$ cat config.mk
export PLATFORM = sky130hd
export DESIGN_NAME = fir_tap_arbiter
export DESIGN_NICKNAME = d
export VERILOG_FILES = /design/src/rtl/fir_tap_arbiter.sv
export SDC_FILE = /design/constraint.sdc
export NUM_CORES = 1
export LEC_CHECK = 0
export ABC_AREA = 1
export CAP_MARGIN = 25
export CORE_MARGIN = 5
export CORE_UTILIZATION = 23
export DETAILED_ROUTE_END_ITERATION = 10
export PLACE_DENSITY = 0.82
export SLEW_MARGIN = 25
export SYNTH_ARGS = -nofsm -noshare
export SYNTH_HDL_FRONTEND = slang
export SYNTH_SLANG_ARGS = --single-unit
$ cat constraint.sdc
create_clock -name axis_clk -period 2.1 [get_ports axis_clk]
set_input_delay 0.315 -clock axis_clk [delete_from_list [all_inputs] [get_ports axis_clk]]
set_output_delay 0.315 -clock axis_clk [all_outputs]
set_load 0.02 [all_outputs]
$ cat src/rtl/fir_tap_arbiter.sv
// fir_tap_arbiter: shares the single-port tap BRAM between the host and the FIR engine,
// with engine priority, bounded host starvation, a busy write lockout and index range protection.
module fir_tap_arbiter #(
  parameter int pADDR_WIDTH = 12,
  parameter int pDATA_WIDTH = 32,
  parameter int Tape_Num    = 11,
  parameter int STARVE_LIM  = 4
) (
  input  logic                   axis_clk,
  input  logic                   axis_rst_n,
  input  logic                   h_req,
  input  logic                   h_we,
  input  logic [3:0]             h_idx,
  input  logic [pDATA_WIDTH-1:0] h_wdata,
  output logic                   h_gnt,
  output logic                   h_rvalid,
  output logic [pDATA_WIDTH-1:0] h_rdata,
  output logic                   h_err,
  input  logic                   engine_busy,
  input  logic                   e_req,
  input  logic [3:0]             e_idx,
  output logic                   e_gnt,
  output logic                   e_rvalid,
  output logic [pDATA_WIDTH-1:0] e_rdata,
  output logic [3:0]             tap_WE,
  output logic                   tap_EN,
  output logic [pDATA_WIDTH-1:0] tap_Di,
  output logic [pADDR_WIDTH-1:0] tap_A,
  input  logic [pDATA_WIDTH-1:0] tap_Do
);
  localparam logic [4:0] NT = 5'(Tape_Num);
  localparam int SW = $clog2(STARVE_LIM + 1);
  localparam logic [SW-1:0] SL = SW'(STARVE_LIM);
  logic [SW-1:0] r_starve;
  logic r_h_rv, r_h_oor, r_h_err, r_e_rv, r_e_oor;
  logic w_h_oor, w_e_oor, w_h_elig, w_e_in, w_force, w_h_bram, w_e_bram;
  assign w_h_oor  = {1'b0, h_idx} >= NT;
  assign w_e_oor  = {1'b0, e_idx} >= NT;
  // host writes are not eligible while the engine runs, so they neither win nor starve
  assign w_h_elig = h_req & ~w_h_oor & (~h_we | ~engine_busy);
  assign w_e_in   = e_req & ~w_e_oor;
  assign w_force  = w_h_elig & (r_starve == SL);
  assign w_h_bram = axis_rst_n & w_h_elig & (~w_e_in | w_force);
  assign w_e_bram = axis_rst_n & w_e_in & ~w_force;
  assign h_gnt    = w_h_bram | (axis_rst_n & h_req & w_h_oor);
  assign e_gnt    = w_e_bram | (axis_rst_n & e_req & w_e_oor);
  assign tap_EN   = w_h_bram | w_e_bram;
  assign tap_WE   = (w_h_bram & h_we) ? 4'hF : 4'h0;
  assign tap_Di   = (w_h_bram & h_we) ? h_wdata : '0;
  assign tap_A    = w_h_bram ? pADDR_WIDTH'({h_idx, 2'b00})
                  : w_e_bram ? pADDR_WIDTH'({e_idx, 2'b00}) : '0;
  assign h_rvalid = r_h_rv;
  assign h_rdata  = (r_h_rv & ~r_h_oor) ? tap_Do : '0;
  assign h_err    = r_h_err;
  assign e_rvalid = r_e_rv;
  assign e_rdata  = (r_e_rv & ~r_e_oor) ? tap_Do : '0;
  always_ff @(posedge axis_clk) begin
    if (!axis_rst_n) begin
      r_starve <= '0;
      r_h_rv   <= 1'b0;
      r_h_oor  <= 1'b0;
      r_h_err  <= 1'b0;
      r_e_rv   <= 1'b0;
      r_e_oor  <= 1'b0;
    end else begin
      r_starve <= (!h_req || h_gnt) ? '0 : (w_h_elig && r_starve != SL) ? r_starve + 1'b1 : r_starve;
      r_h_rv   <= h_gnt & ~h_we;
      r_h_oor  <= w_h_oor;
      r_h_err  <= h_gnt & w_h_oor;
      r_e_rv   <= e_gnt;
      r_e_oor  <= w_e_oor;
    end
  end
endmodule

Yosys cells after proc, flatten, opt, wreduce, memory -nomap -nowiden
Cells that the tools add are included.

Flip-flop bits (word level): 8. Input bits: 78. Output and inout bits: 118. Word-level logic and storage cells: 52.

Add/subtract/negate cells: 1. $lt $le $gt $ge: 2. Eq/ne operators: 2. Muxes and demuxes: 6. Bitwise operators: 31. Reductions and logical operators: 4.

Operators with widths (number): $mux W32 (3); $and A1 B1 Y1 (17); $mux W6 (2); $not A1 Y1 (9); $ge A4 B4 Y1 const B (2); $or A1 B1 Y1 (5); $mux W4 (1); $add A3 B1 Y3 const B (1); $eq A3 B3 Y1 const B (1); $ne A3 B3 Y1 const B (1); $reduce_or A2 Y1 (1); $logic_and A1 B1 Y1 (1); $logic_not A1 Y1 (1); $logic_or A1 B1 Y1 (1).

Logic depth before layout (Yosys ltp)
Gate-level depths: netlist (run 1).

Depth after elaboration: 10. Gate-level depth with buffers: 10. Depth with buffers taken out: 9.

Worst setup path before layout (run 1)
OpenSTA, ideal clock, no wires.

Path type: reg-to-output. Start: register r_starve[0]. End: output port tap_WE[1]. Data arrival time: 1.453 ns. Data required time: 1.785 ns. Slack: 0.332 ns. Cell stages (with the launch flop): 11. Buffers on the path: 2. Path through: dfxtp_1 -> inv_1 -> ha_1 -> nand2_1 -> inv_1 -> nand3_1 -> nand2_2 -> nand3_4 -> buf_6 -> inv_1 -> buf_4.

Word-level cells in the longest chain between the ends: 6.

RTL lines: start: declaration (line 34) `logic [SW-1:0] r_starve;`; start signal: assignment (line 66) `r_starve <= (!h_req || h_gnt) ? '0 : (w_h_elig && r_starve != SL) ? r_starve + 1'b1 : r_starve;`; $eq A3 B3 Y1 (line 42) `assign w_force = w_h_elig & (r_starve == SL);`; $and A1 B1 Y1 (line 42); $or A1 B1 Y1 (line 43) `assign w_h_bram = axis_rst_n & w_h_elig & (~w_e_in | w_force);`; $and A1 B1 Y1 (line 43); $and A1 B1 Y1 (line 48) `assign tap_WE = (w_h_bram & h_we) ? 4'hF : 4'h0;`; $mux W4 (line 48); end: declaration (line 25) `output logic [3:0] tap_WE,`.

Every way passes these cells.

Worst setup path after layout (run 1)
Start: input port h_idx[2]. End: output port tap_Di[0].

Word-level cells in the longest chain between the ends: 9. Elaborated cells on any way between the ends: 10. Classes of those cells: order compare (1); mux (1); bitwise (8).

RTL lines: start: declaration (line 13) `input logic [3:0] h_idx,`; $ge A4 B4 Y1 (*) (line 37) `assign w_h_oor = {1'b0, h_idx} >= NT;`; $not A1 Y1 (*) (line 40) `assign w_h_elig = h_req & ~w_h_oor & (~h_we | ~engine_busy);`; $and A1 B1 Y1 (*) (2 in series) (line 40); $and A1 B1 Y1 (line 42); $or A1 B1 Y1 (line 43); $and A1 B1 Y1 (*) (line 43); $and A1 B1 Y1 (*) (line 49) `assign tap_Di = (w_h_bram & h_we) ? h_wdata : '0;`; $mux W32 (*) (line 49); end: declaration (line 27) `output logic [pDATA_WIDTH-1:0] tap_Di,`.

Every way passes the cells marked *; elsewhere a longest branch is shown, timed or not.

==> impl_metrics.csv, run 1 <==
group,metric,value,unit
layout,antenna_cells,0,
layout,stdcell_count,535,
global_route,grt_pass1_wl,8700,microns
worst_hold_path,hold_depth,3,
power,power.density,261,nW/um^2
placed_design,post-place-cells,527,
power,leakage,0.00186,uW
synth,yosysSeqAreaShare,12.7,%
detailed_routing,ant_nets,0,
sta,drv_slew,0,
synth,syn_area,1260,sq um
critical_path,cp-start-kind,"input port",
clock_tree,cts_tree,"done",
clock_tree,cts_inserted_buffers,3,
placed_design,io_buffer_count,187,
clock_tree,insertion_delay,0.24,ns
sta,holdWs,0.406,ns
synth,synth_cell_type_count,20,
global_route,grt.busiest_layer,"met2",
sta,rsz0062_at_grt,"true",
critical_path,ff2ff_path_depth,11,
floorplanning,core_area,5440,sq um
sta,hold_viol,0,
detailed_routing,num_vias,2139,
critical_path,required,1.78,ns
critical_path,crit_type,"in -> out",
power,peakVddDrop,0.195,mV
layout,syn2layout_area_growth,172,%
clock_tree,cts_sinks,8,
job,drv_cap,0,
synth,ys_seq_elements,8,
detailed_routing,drc,0,
detailed_routing,vias_per_cell,4.00,
worst_hold_path,min_path_type,"in -> reg",
clock_tree,clockBufferDepth,2,
global_route,use_met3,5.50,%
global_route,grt_usage,14.9,%
floorplanning,pin_count,196,
global_route,antenna_found_initial,0,
global_route,grtUsageMet2,29.8,%
critical_path,critical_path.max_fanout,8,
sta,fin_crit_sh,97.9,%
floorplanning,die_h,84.2,microns
sta,finClkSkew,0.00318,ns
floorplanning,start_util,23.3,%
detailed_routing,wire_per_inst,11.6,microns
detailed_routing,drtIter0Drc,40,
status,run_status,"finished, final reports clean",
global_route,grt_pass1_vias,2067,
layout,final_nets,545,
floorplanning,rows,27,
layout,n_fill_cell,470,
clock_tree,ctsRootBufferMaster,"clkbuf_8",
detailed_routing,firstDrtPassIters,4,
clock_tree,hold_buffers,0,
global_route,gr-usage-met1,13.3,%
sta,clock.fmax,0.486,GHz
critical_path,crit_path_end_kind,"output port",
placed_design,place_congestion,0.822,
global_route,overflow,0,
sta,setup_viol,0,
floorplanning,die_w,84.2,microns
floorplanning,die_area,7080,sq um
synth,synthCells,260,
clock_tree,cts.clk_slew.worst_paths,0.04,ns
synth,syn-mean-instance-area,4.87,sq um
global_route,grt_max_degree,34,
sta,timing.final.crit_period,2.06,ns
clock_tree,cts.htree.levels,1,
layout,final_util,63.1,%
detailed_routing,drt-total-wl,6220,microns
synth,yosys_warnings,0,
critical_path,cp_data_arrival_time,1.74,ns
layout,drive_gt1_share,23.8,%
placed_design,dp_hpwl,5220,microns
[report_power, final]
part           internal [uW]  total [uW]  switching (uW)
Clock                    125         191            66.2
Sequential               158         161            2.43
Combinational            285         545             260
Total                    568         897             329
[metrics by stage]
| step | instance area, sq um | total power (uW) | setup slack (ns) | TNS [ns] |
|---|---|---|---|---|
| 4_1_cts | 3140 | 876 | -0.00704 | -0.0204 |
| 2_1_floorplan | 1290 | 387 | 0.332 | 0 |
| 5_1_grt | 3430 | 945 | -0.0366 | -0.260 |
| 3_3_place_gp | 3280 | 687 | -0.526 | -17.45 |
| 6_report | 3430 | 897 | 0.0436 | 0 |
| 3_5_place_dp | 3280 | 693 | -0.633 | -18.95 |
[state kept, by name, indices dropped and copies added (netlist names)]
signal,cells
h_rvalid,1
e_rvalid,1
h_err,1
r_h_oor,1
r_e_oor,1
r_starve,3
[what timing repair did]
item | CTS | global route
endpoints found under the setup margin | 43 | 43
resized for setup | 175 | 86
pin swaps | 0 | 5
gates cloned | 0 | 3
setup buffers | 0 | 2
[critical path, stage by stage]
cell,delay [ns]
clkdlybuf4s50_1,0.42
inv_2,0.07
nand2_1,0.06
nand2_2,0.09
nand3_2,0.09
nand2_4,0.12
nand3_4,0.14
clkbuf_16,0.21
nor2_1,0.09
buf_4,0.15
[layout make-up]
class                   count  area, sq um  share of cell area (%)
inverters                  81          304                    8.85
clock buffers               3         41.3                    1.20
flip-flops and latches      8          160                    4.66
multi-input cells         158          796                    23.2
well taps                  72         90.1                    2.62
repair buffers            213         2040                    59.5
[kinds of logic after synthesis]
logic type,share of synthesized area [%]
compound gates,2.87
xor+xnor,0.693
fa+ha+maj,1.98
buf+inv,35.0
flops,12.7
other cells,0.296
simple gates,46.5
[routing by layer]
metal	up-vias	part of all wire (%)
li1	1095	-
met1	905	33
met3	13	12
met5	-	0
met2	126	52
met4	0	2.5
[synthesized netlist by cell type]
| library cell | count | share of area, % |
|---|---|---|
| nand2_1 | 28 | 8.3 |
| dfxtp_1 | 8 | 13 |
| ha_1 | 2 | 2.0 |
| xnor2_1 | 1 | 0.69 |
| nor2_4 | 1 | 0.89 |
| a21boi_0 | 1 | 0.59 |
| a21oi_2 | 1 | 0.69 |
| nor2_2 | 10 | 4.9 |
| buf_6 | 3 | 2.7 |
| a21oi_1 | 1 | 0.40 |
| nand4_1 | 1 | 0.49 |
| nand3_4 | 1 | 1.4 |
| buf_4 | 11 | 6.5 |
| nor2_1 | 93 | 28 |
| nand2_2 | 1 | 0.49 |
| conb_1 | 1 | 0.30 |
| inv_1 | 81 | 24 |
| nand3_1 | 6 | 2.4 |
| o21ai_0 | 3 | 1.2 |
| clkbuf_1 | 6 | 1.8 |
[cells in the final DEF (no fill, tap or decap)]
master and count:
buf_2 7, nand3_4 1, clkdlybuf4s50_1 136, nand2_2 3, nand2_1 25, inv_2 4
inv_1 77, buf_8 1, clkbuf_8 3, o21ai_2 1, dlymetal6s2s_1 8, buf_12 1
clkbuf_16 2, nor2_1 79, o21ai_0 2, a21oi_2 1, buf_6 7, nand2_4 1
nor2_2 16, dfxtp_1 8, ha_1 2, xnor2_1 1, nand3_2 1, nand4_1 1
a21oi_1 1, conb_1 8, buf_4 51, nand3_1 5, a21boi_4 1, nor2_4 9
[final timing paths]
check	startpoint	endpoint	slack [ns]
hold / removal	h_req	h_err	0.41
setup reg to reg	r_starve[0]	r_starve[0]	0.58
setup / recovery	h_idx[2]	tap_Di[0]	0.04
hold reg to reg	r_starve[2]	r_starve[2]	0.59
Power figures use the tool's default switching activity.
==> run 2, diff against run 1 <==
- CORE_MARGIN: 5 -> 2
- REMOVE_ABC_BUFFERS: not set -> 1
==> run 2 against run 1 <==
Compared with the run above: critical endpoint is now tap_Di[13]; core utilization up 1.3 points; maximum frequency up 0.68%; sequential share of layout area about the same; critical path depth down 2; hold slack better by 0.035 ns; register-to-register slack better by 0.10 ns.
==> impl_metrics.csv, run 2 (synthesis gave the netlist of run 1 again) <==
group,metric,value,unit
global_route,grt_max_degree,33,
global_route,antenna_found_initial,0,
layout,final_nets,545,
floorplanning,die_w,78.2,microns
layout,drive_gt1_share,25.7,%
layout,largest_reg_flops,3,
status,run_status,"finished, final reports clean",
detailed_routing,ant_nets,0,
global_route,overflow,0,
placed_design,place_congestion,0.815,
clock_tree,cts_tree,"done",
floorplanning,start_util,23.4,%
layout,antenna_cells,0,
placed_design,placed_area,3280,sq um
detailed_routing,drt-total-wl,6280,microns
layout,largest-register,"r_starve",
worst_hold_path,min_path_type,"in -> reg",
job,drv_cap,0,
sta,hold_viol,0,
floorplanning,rows,27,
clock_tree,cts.clk_slew.worst_paths,0.04,ns
clock_tree,cts.htree.levels,1,
clock_tree,insertion_delay,0.22,ns
detailed_routing,wire_per_inst,11.7,microns
layout,postLayoutCellArea,3480,sq um
floorplanning,pin_count,196,
detailed_routing,num_vias,2127,
placed_design,dp_hpwl,5040,microns
layout,n_fill_cell,471,
sta,drv_slew,0,
floorplanning,die_area,6110,sq um
critical_path,max_stage_delay,0.44,ns
layout,final_util,64.5,%
power,peakVddDrop,0.189,mV
layout,syn2layout_area_growth,175,%
power,leakage,0.00185,uW
power,power.density,255,nW/um^2
clock_tree,hold_buffers,0,
sta,timing.final.crit_period,2.04,ns
clock_tree,cts_inserted_buffers,3,
critical_path,cp-start-kind,"input port",
layout,layout_commonest_cell,"clkdlybuf4s50_1",
clock_tree,clockBufferDepth,2,
critical_path,required,1.78,ns
detailed_routing,vias_per_cell,3.98,
global_route,grt_usage,18.0,%
detailed_routing,drc,0,
critical_path,path_cells,"clkdlybuf4s50_1 > nand2_2 > nand2_2 > nor2_4 > nand3_4 > clkbuf_16 > nor2_4 > buf_6",
global_route,grt_pass1_wl,9170,microns
detailed_routing,drtIter0Drc,44,
placed_design,post-place-ws,-0.549,ns
critical_path,crit_slowest_cell,"clkdlybuf4s50_1",
detailed_routing,firstDrtPassIters,4,
sta,setup_viol,0,
global_route,grt_pass1_vias,1973,
critical_path,crit_path_end_kind,"output port",
sta,clock.fmax,0.490,GHz
sta,fin_crit_sh,97.3,%
clock_tree,ctsRootBufferMaster,"clkbuf_8",
floorplanning,core_area,5410,sq um
placed_design,io_buffer_count,187,
critical_path,crit_type,"in -> out",
layout,final_cell_mix,"clkdlybuf4s50_1 (135), inv_1 (78), nor2_1 (73), buf_4 (44), nand2_1 (23)",
sta,finClkSkew,0.00168,ns
sta,setup_slack,0.0576,ns
critical_path,cp_data_arrival_time,1.73,ns
clock_tree,cts_sinks,8,
critical_path,critical_path.max_fanout,8,
floorplanning,die_h,78.2,microns
[run 2: changes by cell type in the layout (fill, tap and decap cells not counted), moves of 3 or more]
cell,before,now
nor2_4,9,12
buf_6,7,14
buf_4,51,44
nor2_2,16,19
nor2_1,79,73
[run 2: path summary, 6_finish.rpt]
| check | start | endpoint | slack [ns] | depth (start not counted) |
|---|---|---|---|---|
| setup / recovery | h_idx[3] | tap_Di[13] | 0.06 | 8 |
| hold / removal | h_we | h_rvalid | 0.44 | 3 |
| setup reg to reg | r_starve[0] | r_starve[0] | 0.68 | 10 |
| hold reg to reg | r_starve[2] | r_starve[2] | 0.59 | 4 |
[run 2: repair_timing]
item / 4_1_cts / 5_1_grt
gates cloned: 0 / 1
resized for setup: 209 / 70
endpoints found under the setup margin: 43 / 43
pin swaps: 0 / 9
setup buffers: 2 / 1
[run 2: where the power goes]
part / leakage (uW) / switching (uW) / internal [uW]
Combinational: 0.00176 / 267 / 284
Sequential: 0.0000663 / 1.96 / 158
Clock: 0.0000216 / 53.9 / 124
Total: 0.00185 / 323 / 566
[run 2: area by class of cell]
class                   instances  area, sq um  share of cell area (%)
repair buffers                213         2050                    59.0
well taps                      72         90.1                    2.59
flip-flops and latches          8          163                    4.67
inverters                      81          304                    8.73
clock buffers                   3         41.3                    1.18
multi-input cells             158          832                    23.9
[run 2: worst max-delay path: cells and delay by family]
kind | cells | cell delay [ns]
buffers and inverters | 3 | 0.79
AND/OR/NAND/NOR | 5 | 0.63
[run 2: layer usage]
layer	wire length, microns	GRT usage (%)
met1	2320	19.9
met2	3440	35.2
met3	420	3.22
met4	96	4.56
met5	0	0
[run 2: metrics by stage]
stage	instances	total power, uW	setup TNS (ns)	hold slack [ns]
2_1_floorplan	247	367	0	0.384
3_3_place_gp	528	683	-17.71	0.571
3_5_place_dp	528	691	-20.20	0.580
4_1_cts	533	869	-0.403	0.587
5_1_grt	535	939	-0.0334	0.463
6_report	535	888	0	0.441
